[config.mk]
export PLATFORM = sky130hd
export DESIGN_NAME = alu_arbiter_flat
export DESIGN_NICKNAME = d
export VERILOG_FILES = /design/src/rtl/alu_arbiter_if.sv /design/src/rtl/alu_arbiter.sv /design/src/flat_wrapper.sv
export SDC_FILE = /design/constraint.sdc
export NUM_CORES = 1
export LEC_CHECK = 0
export BUFFER_PORTS_ARGS = -buffer_cell sky130_fd_sc_hd__buf_2
export CAP_MARGIN = 40
export CORE_AREA = 2 2 117 119
export CTS_CLUSTER_DIAMETER = 80
export DETAILED_ROUTE_END_ITERATION = 7
export DIE_AREA = 0 0 119 121
export PLACE_DENSITY = 0.81
export SLEW_MARGIN = 10
export SYNTH_ARGS = -nofsm -noshare
export SYNTH_HDL_FRONTEND = slang
export SYNTH_SLANG_ARGS = --single-unit
[constraint.sdc]
create_clock -name clk -period 2.5 [get_ports clk]
set_clock_uncertainty 0.15 [all_clocks]
set_input_delay 0.125 -clock clk [delete_from_list [all_inputs] [get_ports clk]]
set_output_delay 0.125 -clock clk [all_outputs]
set_load 0.005 [all_outputs]
[src/rtl/alu_arbiter_if.sv]
// Bundles the two requester ports, the shared-ALU connection and the response port of alu_arbiter.
// The slave modport is the arbiter; the master modport is the surrounding system (requesters, ALU, consumer).
interface alu_arbiter_if;
   logic        req0_valid;
   logic        req0_ready;
   logic [5:0]  req0_func;
   logic [31:0] req0_a;
   logic [31:0] req0_b;
   logic        req1_valid;
   logic        req1_ready;
   logic [5:0]  req1_func;
   logic [31:0] req1_a;
   logic [31:0] req1_b;
   logic [3:0]  alu_ctl;
   logic [31:0] alu_a;
   logic [31:0] alu_b;
   logic [31:0] alu_out;
   logic        alu_zero;
   logic        resp_valid;
   logic        resp_ready;
   logic        resp_id;
   logic [31:0] resp_data;
   logic        resp_zero;
   logic        resp_err;
   logic [7:0]  done_cnt0;
   logic [7:0]  done_cnt1;

   modport slave (
      input  req0_valid, req0_func, req0_a, req0_b,
      input  req1_valid, req1_func, req1_a, req1_b,
      output req0_ready, req1_ready,
      output alu_ctl, alu_a, alu_b,
      input  alu_out, alu_zero,
      output resp_valid, resp_id, resp_data, resp_zero, resp_err,
      input  resp_ready,
      output done_cnt0, done_cnt1
   );

   modport master (
      output req0_valid, req0_func, req0_a, req0_b,
      output req1_valid, req1_func, req1_a, req1_b,
      input  req0_ready, req1_ready,
      input  alu_ctl, alu_a, alu_b,
      output alu_out, alu_zero,
      input  resp_valid, resp_id, resp_data, resp_zero, resp_err,
      output resp_ready,
      input  done_cnt0, done_cnt1
   );
endinterface

[src/rtl/alu_arbiter.sv]
// Two-port round-robin arbiter in front of a shared combinational MIPS ALU.
// One operation at a time: IDLE (grant) -> EXEC (capture ALU result) -> RESP (hold until consumed).
module alu_arbiter (
   input logic          clk,
   input logic          reset,
   alu_arbiter_if.slave bus
);

   typedef enum logic [1:0] {IDLE, EXEC, RESP} state_t;

   state_t      state;
   state_t      state_nxt;
   logic        prio;
   logic        grant_id;
   logic        accept;
   logic        finish;
   logic        ready0;
   logic        ready1;
   logic [5:0]  sel_func;
   logic [31:0] sel_a;
   logic [31:0] sel_b;
   logic [3:0]  dec_ctl;
   logic        dec_err;
   logic [3:0]  lat_ctl;
   logic        lat_err;
   logic        lat_id;
   logic [31:0] lat_a;
   logic [31:0] lat_b;
   logic        resp_id_q;
   logic [31:0] resp_data_q;
   logic        resp_zero_q;
   logic        resp_err_q;
   logic [7:0]  cnt0;
   logic [7:0]  cnt1;

   // Unsupported funct codes map to control 15 and raise the error flag.
   always_comb begin
      dec_ctl = 4'd15;
      dec_err = 1'b0;
      case (sel_func)
         6'd32:   dec_ctl = 4'd2;
         6'd34:   dec_ctl = 4'd6;
         6'd36:   dec_ctl = 4'd0;
         6'd37:   dec_ctl = 4'd1;
         6'd39:   dec_ctl = 4'd12;
         6'd42:   dec_ctl = 4'd7;
         default: dec_err = 1'b1;
      endcase
   end

   // A sole valid requester always wins; prio only breaks ties.
   always_comb begin
      grant_id = (bus.req0_valid && bus.req1_valid) ? prio : bus.req1_valid;
      sel_func = grant_id ? bus.req1_func : bus.req0_func;
      sel_a    = grant_id ? bus.req1_a    : bus.req0_a;
      sel_b    = grant_id ? bus.req1_b    : bus.req0_b;
   end

   always_comb begin
      state_nxt = state;
      accept    = 1'b0;
      finish    = 1'b0;
      ready0    = 1'b0;
      ready1    = 1'b0;
      case (state)
         IDLE: begin
            if (!reset && (bus.req0_valid || bus.req1_valid)) begin
               accept    = 1'b1;
               ready0    = !grant_id && bus.req0_valid;
               ready1    = grant_id && bus.req1_valid;
               state_nxt = EXEC;
            end
         end
         EXEC: state_nxt = RESP;
         RESP: begin
            if (bus.resp_ready) begin
               finish    = 1'b1;
               state_nxt = IDLE;
            end
         end
         default: state_nxt = IDLE;
      endcase
   end

   always_ff @(posedge clk) begin
      if (reset) begin
         state <= IDLE;
      end else begin
         state <= state_nxt;
      end
   end

   // Reset takes priority, so an operation caught in EXEC/RESP is dropped without counting.
   always_ff @(posedge clk) begin
      if (reset) begin
         prio        <= 1'b0;
         lat_ctl     <= 4'd0;
         lat_err     <= 1'b0;
         lat_id      <= 1'b0;
         lat_a       <= 32'd0;
         lat_b       <= 32'd0;
         resp_id_q   <= 1'b0;
         resp_data_q <= 32'd0;
         resp_zero_q <= 1'b0;
         resp_err_q  <= 1'b0;
         cnt0        <= 8'd0;
         cnt1        <= 8'd0;
      end else begin
         if (accept) begin
            lat_ctl <= dec_ctl;
            lat_err <= dec_err;
            lat_id  <= grant_id;
            lat_a   <= sel_a;
            lat_b   <= sel_b;
         end
         if (state == EXEC) begin
            resp_id_q   <= lat_id;
            resp_data_q <= bus.alu_out;
            resp_zero_q <= bus.alu_zero;
            resp_err_q  <= lat_err;
         end
         if (finish) begin
            prio <= ~resp_id_q;
            if (resp_id_q) begin
               cnt1 <= cnt1 + 8'd1;
            end else begin
               cnt0 <= cnt0 + 8'd1;
            end
         end
      end
   end

   assign bus.req0_ready = ready0;
   assign bus.req1_ready = ready1;
   assign bus.alu_ctl    = lat_ctl;
   assign bus.alu_a      = lat_a;
   assign bus.alu_b      = lat_b;
   assign bus.resp_valid = (state == RESP);
   assign bus.resp_id    = resp_id_q;
   assign bus.resp_data  = resp_data_q;
   assign bus.resp_zero  = resp_zero_q;
   assign bus.resp_err   = resp_err_q;
   assign bus.done_cnt0  = cnt0;
   assign bus.done_cnt1  = cnt1;

endmodule

[src/flat_wrapper.sv]
// flat-port wrapper written by rule: the top's interface ports become plain ports
module alu_arbiter_flat 
  (clk, reset, bus_req0_valid, bus_req0_func, bus_req0_a, bus_req0_b, bus_req1_valid, bus_req1_func, bus_req1_a, bus_req1_b, bus_req0_ready, bus_req1_ready, bus_alu_ctl, bus_alu_a, bus_alu_b, bus_alu_out, bus_alu_zero, bus_resp_valid, bus_resp_id, bus_resp_data, bus_resp_zero, bus_resp_err, bus_resp_ready, bus_done_cnt0, bus_done_cnt1);
  alu_arbiter_if bus_i ();
  input logic clk;
  input logic reset;
  input wire logic [$bits(bus_i.req0_valid)-1:0] bus_req0_valid;
  input wire logic [$bits(bus_i.req0_func)-1:0] bus_req0_func;
  input wire logic [$bits(bus_i.req0_a)-1:0] bus_req0_a;
  input wire logic [$bits(bus_i.req0_b)-1:0] bus_req0_b;
  input wire logic [$bits(bus_i.req1_valid)-1:0] bus_req1_valid;
  input wire logic [$bits(bus_i.req1_func)-1:0] bus_req1_func;
  input wire logic [$bits(bus_i.req1_a)-1:0] bus_req1_a;
  input wire logic [$bits(bus_i.req1_b)-1:0] bus_req1_b;
  output wire logic [$bits(bus_i.req0_ready)-1:0] bus_req0_ready;
  output wire logic [$bits(bus_i.req1_ready)-1:0] bus_req1_ready;
  output wire logic [$bits(bus_i.alu_ctl)-1:0] bus_alu_ctl;
  output wire logic [$bits(bus_i.alu_a)-1:0] bus_alu_a;
  output wire logic [$bits(bus_i.alu_b)-1:0] bus_alu_b;
  input wire logic [$bits(bus_i.alu_out)-1:0] bus_alu_out;
  input wire logic [$bits(bus_i.alu_zero)-1:0] bus_alu_zero;
  output wire logic [$bits(bus_i.resp_valid)-1:0] bus_resp_valid;
  output wire logic [$bits(bus_i.resp_id)-1:0] bus_resp_id;
  output wire logic [$bits(bus_i.resp_data)-1:0] bus_resp_data;
  output wire logic [$bits(bus_i.resp_zero)-1:0] bus_resp_zero;
  output wire logic [$bits(bus_i.resp_err)-1:0] bus_resp_err;
  input wire logic [$bits(bus_i.resp_ready)-1:0] bus_resp_ready;
  output wire logic [$bits(bus_i.done_cnt0)-1:0] bus_done_cnt0;
  output wire logic [$bits(bus_i.done_cnt1)-1:0] bus_done_cnt1;
  assign bus_i.req0_valid = bus_req0_valid;
  assign bus_i.req0_func = bus_req0_func;
  assign bus_i.req0_a = bus_req0_a;
  assign bus_i.req0_b = bus_req0_b;
  assign bus_i.req1_valid = bus_req1_valid;
  assign bus_i.req1_func = bus_req1_func;
  assign bus_i.req1_a = bus_req1_a;
  assign bus_i.req1_b = bus_req1_b;
  assign bus_req0_ready = bus_i.req0_ready;
  assign bus_req1_ready = bus_i.req1_ready;
  assign bus_alu_ctl = bus_i.alu_ctl;
  assign bus_alu_a = bus_i.alu_a;
  assign bus_alu_b = bus_i.alu_b;
  assign bus_i.alu_out = bus_alu_out;
  assign bus_i.alu_zero = bus_alu_zero;
  assign bus_resp_valid = bus_i.resp_valid;
  assign bus_resp_id = bus_i.resp_id;
  assign bus_resp_data = bus_i.resp_data;
  assign bus_resp_zero = bus_i.resp_zero;
  assign bus_resp_err = bus_i.resp_err;
  assign bus_i.resp_ready = bus_resp_ready;
  assign bus_done_cnt0 = bus_i.done_cnt0;
  assign bus_done_cnt1 = bus_i.done_cnt1;
  alu_arbiter u_core (.clk(clk), .reset(reset), .bus(bus_i));
endmodule
==> impl_metrics.env <==
export IMPL_pwr_share_seq_pct=38.8
export IMPL_critPathLaunch="u_core.prio$_SDFFE_PP0P_"
export IMPL_die_area_um2=14400
export IMPL_cp_cell_sequence="nand2b_2 > nand2_2 > buf_4 > nand2_1 > a311oi_1 > dlygate4sd3_1"
export IMPL_synth_area_leaders="dfxtp_1, a311oi_1, nand2_1"
export IMPL_worst_path_max_delay_cell="dlygate4sd3_1"
export IMPL_clock_latency_ps=410
export IMPL_rows=42
export IMPL_portBuffers=299
export IMPL_min_from="bus_req1_func[1]"
export IMPL_grt_pass1_vias=6693
export IMPL_route_detailed_drc=0
export IMPL_crit_required_ps=2700
export IMPL_synth_seq_cells=124
export IMPL_min_path_type="in2reg"
export IMPL_ir_drop_mv=0.437
export IMPL_syn_instance_count=653
export IMPL_tightest_slew_ps=747
export IMPL_routedWlPerCell_um=16.9
export IMPL_crit_family="buffers and inverters"
export IMPL_synth_top_cell_area_share_pct=46.8
export IMPL_dr_wl_met3_mm=2.05
export IMPL_wl_mm=21.5
export IMPL_ys_types=39
export IMPL_leakage_nw=4.25
export IMPL_design_area_um2=9070
export IMPL_met1Wirelength_mm=7.98
export IMPL_drtIter0Drc=581
export IMPL_clk_pin_slew_worst_paths_ps=60
export IMPL_cap_violations=0
export IMPL_power_total_mw=5.72
export IMPL_top_layer_used="met4"
export IMPL_rsz0062_at_grt="false"
export IMPL_tritoncts="built"
export IMPL_ys_seq_area_share_pct=46.8
export IMPL_synth_top_cell_by_area="dfxtp_1"
export IMPL_cp_depth=6
export IMPL_r2r_slack_ps=130
export IMPL_status="completed"
export IMPL_place_congestion=0.822
export IMPL_initial_core_util_pct=40.5
export IMPL_hpwl_mm=11.3
export IMPL_cts_buffer_depth=2
export IMPL_grt_max_degree=73
export IMPL_syn_to_final_growth_pct=71.2
export IMPL_finalMaxSlewViolations=0
export IMPL_h_tree_depth=4
export IMPL_cpPeakStageDelay_ps=620
export IMPL_fin_crit_ps=2370
export IMPL_arrival_ps=2570
export IMPL_hold_ws_ps=51.4
export IMPL_ys_warn_count=0
export IMPL_core_um2=13100
export IMPL_grt_pass1_wl_mm=33.0
export IMPL_cts_root_buf="clkbuf_16"
export IMPL_combPwrFrac_pct=19.4
export IMPL_cts_buffers=17
export IMPL_endpoint_kind="flop"
export IMPL_ios=300
export IMPL_dr_pass1_iters=5
export IMPL_fin_tns_setup_ps=0
export IMPL_grt_overflow=0
export IMPL_nNetsFinal=1269
export IMPL_r2r_cells=6
export IMPL_antenna_found_initial=1
export IMPL_r2r_start="u_core.prio$_SDFFE_PP0P_"
export IMPL_dp_cells=1079
export IMPL_clkPwrFrac_pct=41.8
export IMPL_layout_drive_gt1_share_pct=31.5
export IMPL_finalSetupViolCount=0
export IMPL_path_class="reg2reg"
export IMPL_grt_usage_pct=28.8
export IMPL_fp_dieW_um=119
export IMPL_hold_viol=0
export IMPL_period_share_pct=94.8
export IMPL_syn_nets=833
export IMPL_placed_area_um2=6820
export IMPL_start_kind="flop"
export IMPL_stdcell_count=1276
export IMPL_antenna_left=0
export IMPL_switchingPower_mw=1.51
export IMPL_hold_depth=3
export IMPL_crit_fanout=38
export IMPL_syn_area_um2=5300
export IMPL_crit_buf_inv=2
export IMPL_avgSynthCellArea_um2=8.11
export IMPL_pwr_density_cell_nw_per_um2=630
export IMPL_max_freq_ghz=0.422
export IMPL_routed_wl_met2_mm=10.3
export IMPL_die_h_um=121
export IMPL_relSlewSlack_pct=50.2
export IMPL_internal_power_mw=4.21
export IMPL_clkSinkCount=124
export IMPL_via_per_inst=5.34
export IMPL_switching_share_pct=26.3
export IMPL_via_count=6817
area by class of cell:
type	count	area (um^2)
Antenna cell	1	2.50
Clock buffer	22	474
Clock inverter	7	91.3
Fill cell	922	4010
Inverter	4	27.5
Multi-Input combinational cell	464	2490
Sequential cell	124	2480
Tap cell	176	220
Timing Repair Buffer	477	3280
Timing Repair inverter	1	8.76
placed cells by master (no fill, tap or decap), drive strengths merged, types with 4 or more instances in the layout:
master | Yosys | layout
dlygate4sd3 | 0 | 166
clkbuf | 42 | 22
xnor2 | 6 | 6
and3 | 4 | 4
a21oi | 38 | 38
buf | 19 | 311
nor2 | 90 | 90
xor2 | 10 | 10
nand2b | 4 | 4
nand2 | 139 | 139
nand4 | 5 | 5
a311oi | 65 | 65
nand3 | 68 | 68
mux2i | 6 | 6
dfxtp | 124 | 124
inv | 3 | 4
clkinv | 1 | 5
synthesized netlist by cell type (all sizes together):
cell / count
o31ai: 2
nor2: 90
a211o: 1
nor3: 3
dfxtp: 124
or4: 1
nand3: 68
nand2b: 4
ha: 2
or3b: 1
a211oi: 1
nor4bb: 2
nor4: 1
and3: 4
a221oi: 1
nand2: 139
o21ai: 3
a22o: 1
a311oi: 65
xor2: 10
o31a: 1
mux2i: 6
inv: 3
buf: 19
clkinv: 1
and4: 2
nand4: 5
nand3b: 2
a21oi: 38
and4b: 1
o211a: 1
nor2b: 2
xnor2: 6
a2111oi: 1
clkbuf: 42
worst min-delay path: stages:
cell and delay [ps]:
buf_2 130, mux2i_1 180, a311oi_1 120
stage by stage:
step	worst slack [ps]	util, %
after floorplan	762	-
after global placement	481	52.2
after detailed placement	368	52.2
after CTS	139	69.2
after global routing	2.71	69.3
final	129	69.3
per-layer routing:
layer | track usage, % | vias to the layer above
met5 | 0 | -
met4 | 18.2 | 0
met3 | 9.77 | 108
met2 | 48.4 | 440
met1 | 31.1 | 3105
li1 | - | 3164
sequential cells by signal, indices dropped and copies added (netlist names):
register              cells
u_core.state              2
u_core.prio               1
u_core.bus.resp_data     32
u_core.bus.alu_b         32
u_core.lat_err            1
u_core.bus.resp_err       1
u_core.bus.alu_ctl        4
u_core.bus.resp_id        1
u_core.bus.done_cnt1      8
u_core.lat_id             1
u_core.bus.done_cnt0      8
u_core.bus.alu_a         32
u_core.bus.resp_zero      1
kinds of logic after synthesis:
group | Yosys count | share of synthesized area [%]
fa+ha+maj | 2 | 0.472
compound gates | 115 | 16.2
buf+inv | 65 | 6.30
mux | 6 | 1.13
simple gates | 325 | 26.4
flops | 124 | 46.8
xor+xnor | 16 | 2.64
final timing paths:
check,endpoint
setup / recovery,u_core.bus.alu_b[21]$_SDFFE_PP0P_
hold / removal,u_core.bus.alu_ctl[2]$_SDFFE_PP0P_
setup reg to reg,u_core.bus.alu_b[21]$_SDFFE_PP0P_
hold reg to reg,u_core.bus.resp_data[23]$_SDFFE_PP0N_
power groups by stage:
stage	Combinational [mW]	Sequential [mW]	Clock [mW]
2_1_floorplan	0.445	2.26	0
4_1_cts	1.04	2.21	2.40
3_5_place_dp	0.827	2.25	0
6_report	1.11	2.22	2.39
3_3_place_gp	0.815	2.25	0
5_1_grt	1.20	2.24	2.52
what timing repair did:
item / CTS / global route
hold buffers: 166 / 0
setup endpoints to repair: 0 / 11
hold endpoints to repair: 102 / 0
setup buffers: 0 / 0
gates resized for setup: 0 / 3
Note: power is estimated with default switching activity, not from simulation.
